File: config.mk
export PLATFORM = sky130hd
export DESIGN_NAME = apb_slave_mem
export DESIGN_NICKNAME = d
export VERILOG_FILES = /design/src/rtl/apb_slave_mem.sv
export SDC_FILE = /design/constraint.sdc
export NUM_CORES = 1
export LEC_CHECK = 0
export ABC_CLOCK_PERIOD_IN_PS = 4400
export CAP_MARGIN = 5
export CELL_PAD_IN_SITES_DETAIL_PLACEMENT = 0
export CELL_PAD_IN_SITES_GLOBAL_PLACEMENT = 2
export CORE_UTILIZATION = 38
export DETAILED_ROUTE_END_ITERATION = 16
export HOLD_SLACK_MARGIN = 0.06
export PLACE_DENSITY_LB_ADDON = 0.08
export SLEW_MARGIN = 20
export SYNTH_ARGS = -nofsm -noshare
export SYNTH_HDL_FRONTEND = slang
export SYNTH_SLANG_ARGS = --single-unit
File: constraint.sdc
create_clock -name PCLK -period 4.4 [get_ports PCLK]
set_input_delay 0.88 -clock PCLK [delete_from_list [all_inputs] [get_ports PCLK]]
set_output_delay 0.88 -clock PCLK [all_outputs]
set_load 0.005 [all_outputs]
File: src/rtl/apb_slave_mem.sv
// rtl/apb_slave_mem.sv - APB completer with word-addressed memory bank, fixed wait states and error response
//
// Parameters:
//   DEPTH        number of 32-bit words (power of two, >= 2)
//   WAIT_CYCLES  ACCESS cycles with PREADY low before completion (0..15)
//   BASE_ADDR    byte address of word 0 (aligned to DEPTH*4)
// Ports:
//   PCLK, PRESETn            bus clock, asynchronous active-low reset
//   PSEL, PENABLE, PWRITE    APB control from the master
//   PADDR, PWDATA            byte address and write data (captured in setup phase)
//   PSTRB                    write byte-lane strobes (only when APB_SLAVE_PSTRB_EN is defined)
//   PREADY, PRDATA, PSLVERR  completion, read data and error response
// Optional feature macro: APB_SLAVE_PSTRB_EN
module apb_slave_mem #(
    parameter int unsigned DEPTH       = 16,
    parameter int unsigned WAIT_CYCLES = 0,
    parameter logic [31:0] BASE_ADDR   = 32'h0000_0000
) (
    input  logic        PCLK,
    input  logic        PRESETn,
    input  logic        PSEL,
    input  logic        PENABLE,
    input  logic        PWRITE,
    input  logic [31:0] PADDR,
    input  logic [31:0] PWDATA,
`ifdef APB_SLAVE_PSTRB_EN
    input  logic [3:0]  PSTRB,
`endif
    output logic        PREADY,
    output logic [31:0] PRDATA,
    output logic        PSLVERR
);

    localparam int unsigned IDX_W     = $clog2(DEPTH);
    localparam logic [3:0]  WAIT_INIT = 4'(WAIT_CYCLES);

    typedef enum logic {IDLE, ACCESS} state_t;

    state_t      state, state_nxt;
    logic [3:0]  cnt, cnt_nxt;
    logic        capture;
    logic        complete;

    logic [31:0] addr_q;
    logic [31:0] wdata_q;
    logic        write_q;
`ifdef APB_SLAVE_PSTRB_EN
    logic [3:0]  strb_q;
`endif

    logic [31:0] mem [DEPTH];

    logic [31:0]      offset;
    logic [IDX_W-1:0] idx;
    logic             addr_err;

    // Decode works only on the captured address so PADDR may change during ACCESS.
    assign offset   = addr_q - BASE_ADDR;
    assign idx      = offset[IDX_W+1:2];
    assign addr_err = (addr_q[1:0] != 2'b00) || (addr_q < BASE_ADDR) || ((offset >> 2) >= 32'(DEPTH));

    always_ff @(posedge PCLK or negedge PRESETn) begin
        if (!PRESETn) begin
            state <= IDLE;
            cnt   <= 4'd0;
        end else begin
            state <= state_nxt;
            cnt   <= cnt_nxt;
        end
    end

    always_comb begin
        state_nxt = state;
        cnt_nxt   = cnt;
        capture   = 1'b0;
        complete  = 1'b0;
        PREADY    = 1'b0;
        case (state)
            IDLE: begin
                // PSEL && PENABLE while idle is a protocol violation and is ignored.
                if (PSEL && !PENABLE) begin
                    capture   = 1'b1;
                    cnt_nxt   = WAIT_INIT;
                    state_nxt = ACCESS;
                end
            end
            ACCESS: begin
                if (!PSEL) begin
                    // Master abandoned the transfer: no write, no completion.
                    state_nxt = IDLE;
                end else if (PENABLE) begin
                    if (cnt != 4'd0) begin
                        cnt_nxt = cnt - 4'd1;
                    end else begin
                        PREADY    = 1'b1;
                        complete  = 1'b1;
                        state_nxt = IDLE;
                    end
                end
            end
            default: state_nxt = IDLE;
        endcase
    end

    assign PSLVERR = PREADY && addr_err;
    assign PRDATA  = (PREADY && !write_q && !addr_err) ? mem[idx] : 32'h0;

    always_ff @(posedge PCLK or negedge PRESETn) begin
        if (!PRESETn) begin
            addr_q  <= 32'h0;
            wdata_q <= 32'h0;
            write_q <= 1'b0;
`ifdef APB_SLAVE_PSTRB_EN
            strb_q  <= 4'h0;
`endif
        end else if (capture) begin
            addr_q  <= PADDR;
            wdata_q <= PWDATA;
            write_q <= PWRITE;
`ifdef APB_SLAVE_PSTRB_EN
            strb_q  <= PSTRB;
`endif
        end
    end

    always_ff @(posedge PCLK or negedge PRESETn) begin
        if (!PRESETn) begin
            for (int i = 0; i < int'(DEPTH); i++) begin
                mem[i] <= 32'h0;
            end
        end else if (complete && write_q && !addr_err) begin
`ifdef APB_SLAVE_PSTRB_EN
            for (int b = 0; b < 4; b++) begin
                if (strb_q[b]) begin
                    mem[idx][8*b +: 8] <= wdata_q[8*b +: 8];
                end
            end
`else
            mem[idx] <= wdata_q;
`endif
        end
    end

endmodule

Word-level counts from Yosys, hierarchy flattened --
Index checks and enable logic that the tools add are counted.
Storage, ports and cells: bits in latches 0, register bits after elaboration 582, output and inout port bits 34, memories 0, memory bits (writable) 0, bits in read-only memories 0, input port bits 69
Operators by class: reduce and logical (&&, ||, !) cells 15, muxes and demuxes 22, multiply operators 0, shift-type cells 0, div/mod/pow operators 0, add/sub/neg operators 1, eq/ne operators 4, order comparisons 4, bitwise gates (word level) 2
Operator list (count):
- bitwise mux 512 bit | 1
- binary-select mux 32 bit (select 4 bit) | 1
- demux 32 bit (select 4 bit) | 1
- two-way mux 32 bit | 4
- less-than comparator 32 x 1 -> 1 bit, second input constant | 1
- greater-or-equal comparator 30 x 5 -> 1 bit, second input constant | 1
- two-way mux 4 bit | 4
- two-way mux 1 bit | 9
- case mux 4 bit (2 select lines) | 1
- logical AND 1 bit | 7
- inequality test 2 bit, second input constant | 3
- greater-or-equal comparator 5 bit, second input constant | 1
- less-than comparator 5 x 1 -> 1 bit, second input constant | 1
- inverter 4 -> 5 bit | 1
- AND reduction 4 bit | 1
- nonzero test 4 bit | 1
- subtractor 4 x 1 -> 4 bit, second input constant | 1
- zero test 1 bit | 3
- logical OR 1 bit | 2
- inequality test 2 x 1 -> 1 bit, second input constant | 1
- case mux 1 bit (2 select lines) | 1
- nonzero test 2 bit | 1
- inverter 1 bit | 1

Logic depth before layout (Yosys ltp) --
Gate-level depths: netlist of run 1.
word-level depth 8, mapped depth 10, mapped depth without buffers 6

Worst setup path before layout of run 1 --
OpenSTA, ideal clock, no wires.
path type in2out, start input PENABLE, end output PRDATA[3], path buffers 5, arrival 2.702 ns, cell stages on the path 9, path slack 0.818 ns, data required time 3.520 ns, path through clkbuf_1 inv_1 or3_1 buf_4 buf_6 or4_1 buf_2 buf_6 a21oi_1
Between the ends: longest elaborated chain between the ends 6
RTL lines:
- start, declared | RTL line 22 | input logic PENABLE,
- two-way mux 1 bit | RTL line 91 | end else if (PENABLE) begin
- two-way mux 1 bit | RTL line 88 | if (!PSEL) begin
- two-way mux 1 bit | RTL line 78 | case (state)
- logical AND 1 bit (2 in series) | RTL line 106 | assign PRDATA = (PREADY && !write_q && !addr_err) ? mem[idx] : 32'h0;
- two-way mux 32 bit | RTL line 106
- end, declared | RTL line 30 | output logic [31:0] PRDATA,
Every way passes these cells.

Worst setup path in the final report of run 1 --
start register cnt[0], end output PRDATA[23]
Between the ends: longest elaborated chain between the ends 8
RTL lines:
- start, declared | RTL line 40 | logic [3:0] cnt, cnt_nxt;
- start signal, assigned | RTL line 68 | cnt <= cnt_nxt;
- nonzero test 4 bit | RTL line 92 | if (cnt != 4'd0) begin
- two-way mux 1 bit | RTL line 92
- two-way mux 1 bit | RTL line 91
- two-way mux 1 bit | RTL line 88
- two-way mux 1 bit | RTL line 78
- logical AND 1 bit (2 in series) | RTL line 106
- two-way mux 32 bit | RTL line 106
Every way passes these cells.

==> out/summary.md, run 1 <==
The peak clock frequency supported by timing is 232.1 MHz, and the clock sink count is 582. The tools report the number of levels in the clock H-tree as 3. The total nets after synthesis is 1,680.

The clock-pin slew reported for the worst setup and hold paths after clock tree synthesis is 0.06 ns, and the global route total overflow is 0. The final setup skew is 0.01942 ns. Clock tree synthesis selected as its root buffer the cell sky130_fd_sc_hd__clkbuf_16.

The count of antenna-violating nets left after detailed routing was 0. Synthesis instantiated 39 different standard cells from the library. The logs give 55.96% for the part of the Yosys area used for sequential elements and 42.36% for the worst slew slack as a fraction of its limit.

STA classifies the critical path endpoint as a primary output. The total I/O pin count was 103; the share of the cycle needed by the critical path after routing was 97.94%. The initial antenna violation count is 0, and the proportion of register bits with asynchronous set or reset after synthesis is 100.0%.

Global routing used 20.06% of the available tracks across all layers. Synthesis produced 1,610 cells. The first global-routing pass estimated 104,400 microns of wire. The via-per-instance ratio is 5.527, and the wire length after detailed routing is 67,540 microns. On the worst path, the slowest cell contributes a delay of 0.55 ns. The number of register bits inferred by synthesis is 582. The width of the die works out to 263.7 microns. For the number of global-route vias before repair, the log shows 15,830. The synthesis warning total was 0; the port buffer count was 102.

The total core area is 0.06751 sq mm. The relative area change from synthesis to final layout was 17.56%; the count of hold buffers inserted by post-cts repair was 0. The count of maximum capacitance violations was 0. Final net count: 1,779. The kind of start point of the critical path is a flip-flop. In this run the static leakage power is 14.66 nW.

The synthesized design contains 0 enable-type register cells. The tools report the antenna cell count as 0. After detailed routing, the number of remaining DRC violations is 0. The run gives 38.55% as the starting density of the core.

Critical path start-end classification: flip-flop to primary output. For the pin with the worst max-slew slack, the measured transition is 0.8645 ns. The average wire per standard cell works out to 25.69 microns. The smallest clock period supported by the final layout is computed as 4.309 ns. Row count: 95. The post-synthesis average cell area was 16.16 sq um; the final count of hold timing violations was 0.

In the final layout, the share of cells above drive strength 1 is 49.37%. The layout has 6,007 filler cells. Library cell occupying the most area in the post-synthesis netlist: sky130_fd_sc_hd__dfrtp_1. Setup violations remaining at the end of the flow were counted as 0. The run finished with clean final reports.

The most used flip-flop cell after synthesis is sky130_fd_sc_hd__dfrtp_1. Entering global routing, the biggest net connects 93 pins. TritonCTS built the clock tree. For this design the ratio of total power to cell area is 420.4 mW/mm^2. The synthesized design devotes to its leading area cell type 55.96% of total area.

Clock latency on the worst-skew pair, taken at its later pin, is 0.59 ns. The slowest stage of the critical path belongs to the cell sky130_fd_sc_hd__or4_4. The die is 263.7 microns tall. The worst-case IR drop observed on VDD is 0.0002763 V.

For the number of DRC markers in iteration 0, the log shows 802. The critical path contains buffers and inverters numbering 3 combined. Final hold analysis gives a worst-case slack of 0.3185 ns. At the end of routability-driven placement, the weighted congestion stood at 0.7105.

The total clock buffers created by CTS is 69. For this run, the detailed router's first-pass iteration total came to 4. The min-delay analysis places its worst path in the category input port to asynchronous set/reset pin. The top cell family by delay on the critical path is simple AND/OR/NAND/NOR gates.

The logs give 0.09072 ns for the setup slack after layout and 3 for the maximum buffer depth of the clock tree. The via total after detailed routing was 14,530; the largest driver fanout on the critical path was 8. The pre-CTS worst setup slack came out at -0.05762 ns. Sorting the synthesized cells by area gives the leading types as sky130_fd_sc_hd__dfrtp_1 56%, sky130_fd_sc_hd__mux2_2 23%, sky130_fd_sc_hd__mux4_2 11%.

The run gives 3.52 ns as the required time at the worst-slack endpoint. Detailed placement ended at an HPWL of 38,530 microns. The overall die area is 0.06954 sq mm, and the data arrival time of the critical path is 3.43 ns. Max-slew violation total from the final report: 0.

The synthesized netlist occupies a cell area of 0.02602 sq mm. The signal on the critical path passes through inv_2, ha_2, or3b_4, or3_4, or4_4, buf_12, a21oi_2, clkdlybuf4s50_1.
==> per-layer routing <==
layer / wire length [microns] / GRT usage, %
met3: 2276 / 2.806
met2: 32930 / 32.58
met4: 1354 / 5.722
met1: 30980 / 28.09
met5: 0 / 0
==> cells by family (layout without fill, tap and decap cells) <==
| group | Yosys count | count (layout) | share of synthesized area [%] |
|---|---|---|---|
| multiplexers | 706 | 706 | 36.08 |
| flip-flops | 582 | 582 | 55.96 |
| AO/OA/AOI/OAI | 107 | 107 | 2.822 |
| buffers and inverters | 148 | 294 | 2.981 |
| AND/OR/NAND/NOR | 66 | 66 | 2.106 |
| adder cells (fa/ha/maj) | 1 | 1 | 0.04807 |
==> cells in the final DEF, fill, tap and decap left out, types with 2 or more instances in the layout <==
cell type                         Yosys  layout
sky130_fd_sc_hd__dfrtp_1            582     580
sky130_fd_sc_hd__mux2_2             527     527
sky130_fd_sc_hd__mux4_2             128     128
sky130_fd_sc_hd__clkdlybuf4s50_1      0      74
sky130_fd_sc_hd__clkbuf_16            0      73
sky130_fd_sc_hd__a22oi_1             64      64
sky130_fd_sc_hd__mux2_1              50      50
sky130_fd_sc_hd__buf_4                4      47
sky130_fd_sc_hd__a21oi_1             30      23
sky130_fd_sc_hd__dlymetal6s2s_1       0      21
sky130_fd_sc_hd__buf_12               0      21
sky130_fd_sc_hd__clkbuf_1            38      18
sky130_fd_sc_hd__nand2_1             17      17
sky130_fd_sc_hd__nor4_4               8      16
sky130_fd_sc_hd__clkbuf_8             0      15
sky130_fd_sc_hd__a21oi_2              4      11
sky130_fd_sc_hd__nor4_1               7       7
sky130_fd_sc_hd__clkinv_2             0       7
sky130_fd_sc_hd__dlygate4sd2_1        0       6
sky130_fd_sc_hd__inv_1                5       4
sky130_fd_sc_hd__nor2_1               4       3
sky130_fd_sc_hd__nand3_1              4       3
sky130_fd_sc_hd__a22o_1               3       3
sky130_fd_sc_hd__inv_6                0       3
sky130_fd_sc_hd__nor2b_4              0       2
sky130_fd_sc_hd__nand4b_1             2       2
sky130_fd_sc_hd__and3b_1              2       2
sky130_fd_sc_hd__o22ai_1              2       2
sky130_fd_sc_hd__dfrtp_4              0       2
sky130_fd_sc_hd__bufinv_16            0       2
==> through the flow <==
stage / util, % / std cells / instance area [sq um] / total power [W] / setup TNS, ns
after floorplan: - / 1610 / 26030 / 0.006670 / 0
after global placement: 41.83 / 2509 / 28240 / 0.007391 / -0.01600
after detailed placement: 41.83 / 2509 / 28240 / 0.007399 / -0.2556
after CTS: 45.17 / 2627 / 30500 / 0.01308 / -0.008100
after global routing: 45.32 / 2629 / 30590 / 0.01343 / -0.03064
final: 45.32 / 2629 / 30590 / 0.01286 / 0
==> path summary, 6_finish.rpt <==
path                         start    endpoint  slack, ns  cells after the start
min reg2reg                mem[30]     mem[30]       0.48                      1
min in group PCLK          mem[30]     mem[30]       0.48                      1
min                        PRESETn    mem[231]       0.32                      1
max in group asynchronous  PRESETn    mem[399]       3.04                      2
max                         cnt[0]  PRDATA[23]       0.09                      8
max reg2reg                 cnt[0]    mem[367]       1.27                      8
==> power by group <==
part | switching, W | internal, W
sequential | 0.000454 | 0.00551
clock | 0.00222 | 0.00336
combinational | 0.000742 | 0.000576
total | 0.00341 | 0.00945
==> state kept, by name, summed over array words and instances (netlist names) <==
name,cells
mem,512
addr_q,32
wdata_q,32
cnt,4
state,1
write_q,1
==> layout make-up <==
cell class | count | area [sq um] | area share, %
clock inverters | 13 | 137.6 | 0.4499
inverters | 5 | 18.77 | 0.06134
flip-flops and latches | 582 | 14570 | 47.63
repair buffers | 171 | 1869 | 6.110
well taps | 873 | 1092 | 3.570
clock buffers | 105 | 2076 | 6.785
multi-input cells | 880 | 10830 | 35.40
==> timing repair <==
item                                    CTS  global route
pin swaps                                 1             0
gates resized for setup                  19            26
endpoints found under the setup margin   32            26
cloned                                    0             1
setup buffers                             0             1
==> cell usage after synthesis, types with 3 or more instances <==
cell	number
sky130_fd_sc_hd__a21oi_1	30
sky130_fd_sc_hd__a21oi_2	4
sky130_fd_sc_hd__a22o_1	3
sky130_fd_sc_hd__a22oi_1	64
sky130_fd_sc_hd__buf_1	47
sky130_fd_sc_hd__buf_2	32
sky130_fd_sc_hd__buf_4	4
sky130_fd_sc_hd__buf_6	22
sky130_fd_sc_hd__clkbuf_1	38
sky130_fd_sc_hd__dfrtp_1	582
sky130_fd_sc_hd__inv_1	5
sky130_fd_sc_hd__mux2_1	50
sky130_fd_sc_hd__mux2_2	527
sky130_fd_sc_hd__mux4_2	128
sky130_fd_sc_hd__nand2_1	17
sky130_fd_sc_hd__nand3_1	4
sky130_fd_sc_hd__nor2_1	4
sky130_fd_sc_hd__nor2b_1	3
sky130_fd_sc_hd__nor4_1	7
sky130_fd_sc_hd__nor4_2	8
sky130_fd_sc_hd__nor4_4	8
Note: power is estimated with default switching activity, not from simulation.
==> run 2: changes to the inputs <==
--- a/config.mk
+++ b/config.mk
@@ -6,7 +6,7 @@
 export NUM_CORES = 1
 export LEC_CHECK = 0
 export ABC_CLOCK_PERIOD_IN_PS = 4400
-export CAP_MARGIN = 5
+export CAP_MARGIN = 20
 export CELL_PAD_IN_SITES_DETAIL_PLACEMENT = 0
 export CELL_PAD_IN_SITES_GLOBAL_PLACEMENT = 2
 export CORE_UTILIZATION = 38
==> results of run 2 <==
Same layout as run 1: the final DEF is identical, and so are final timing and power.
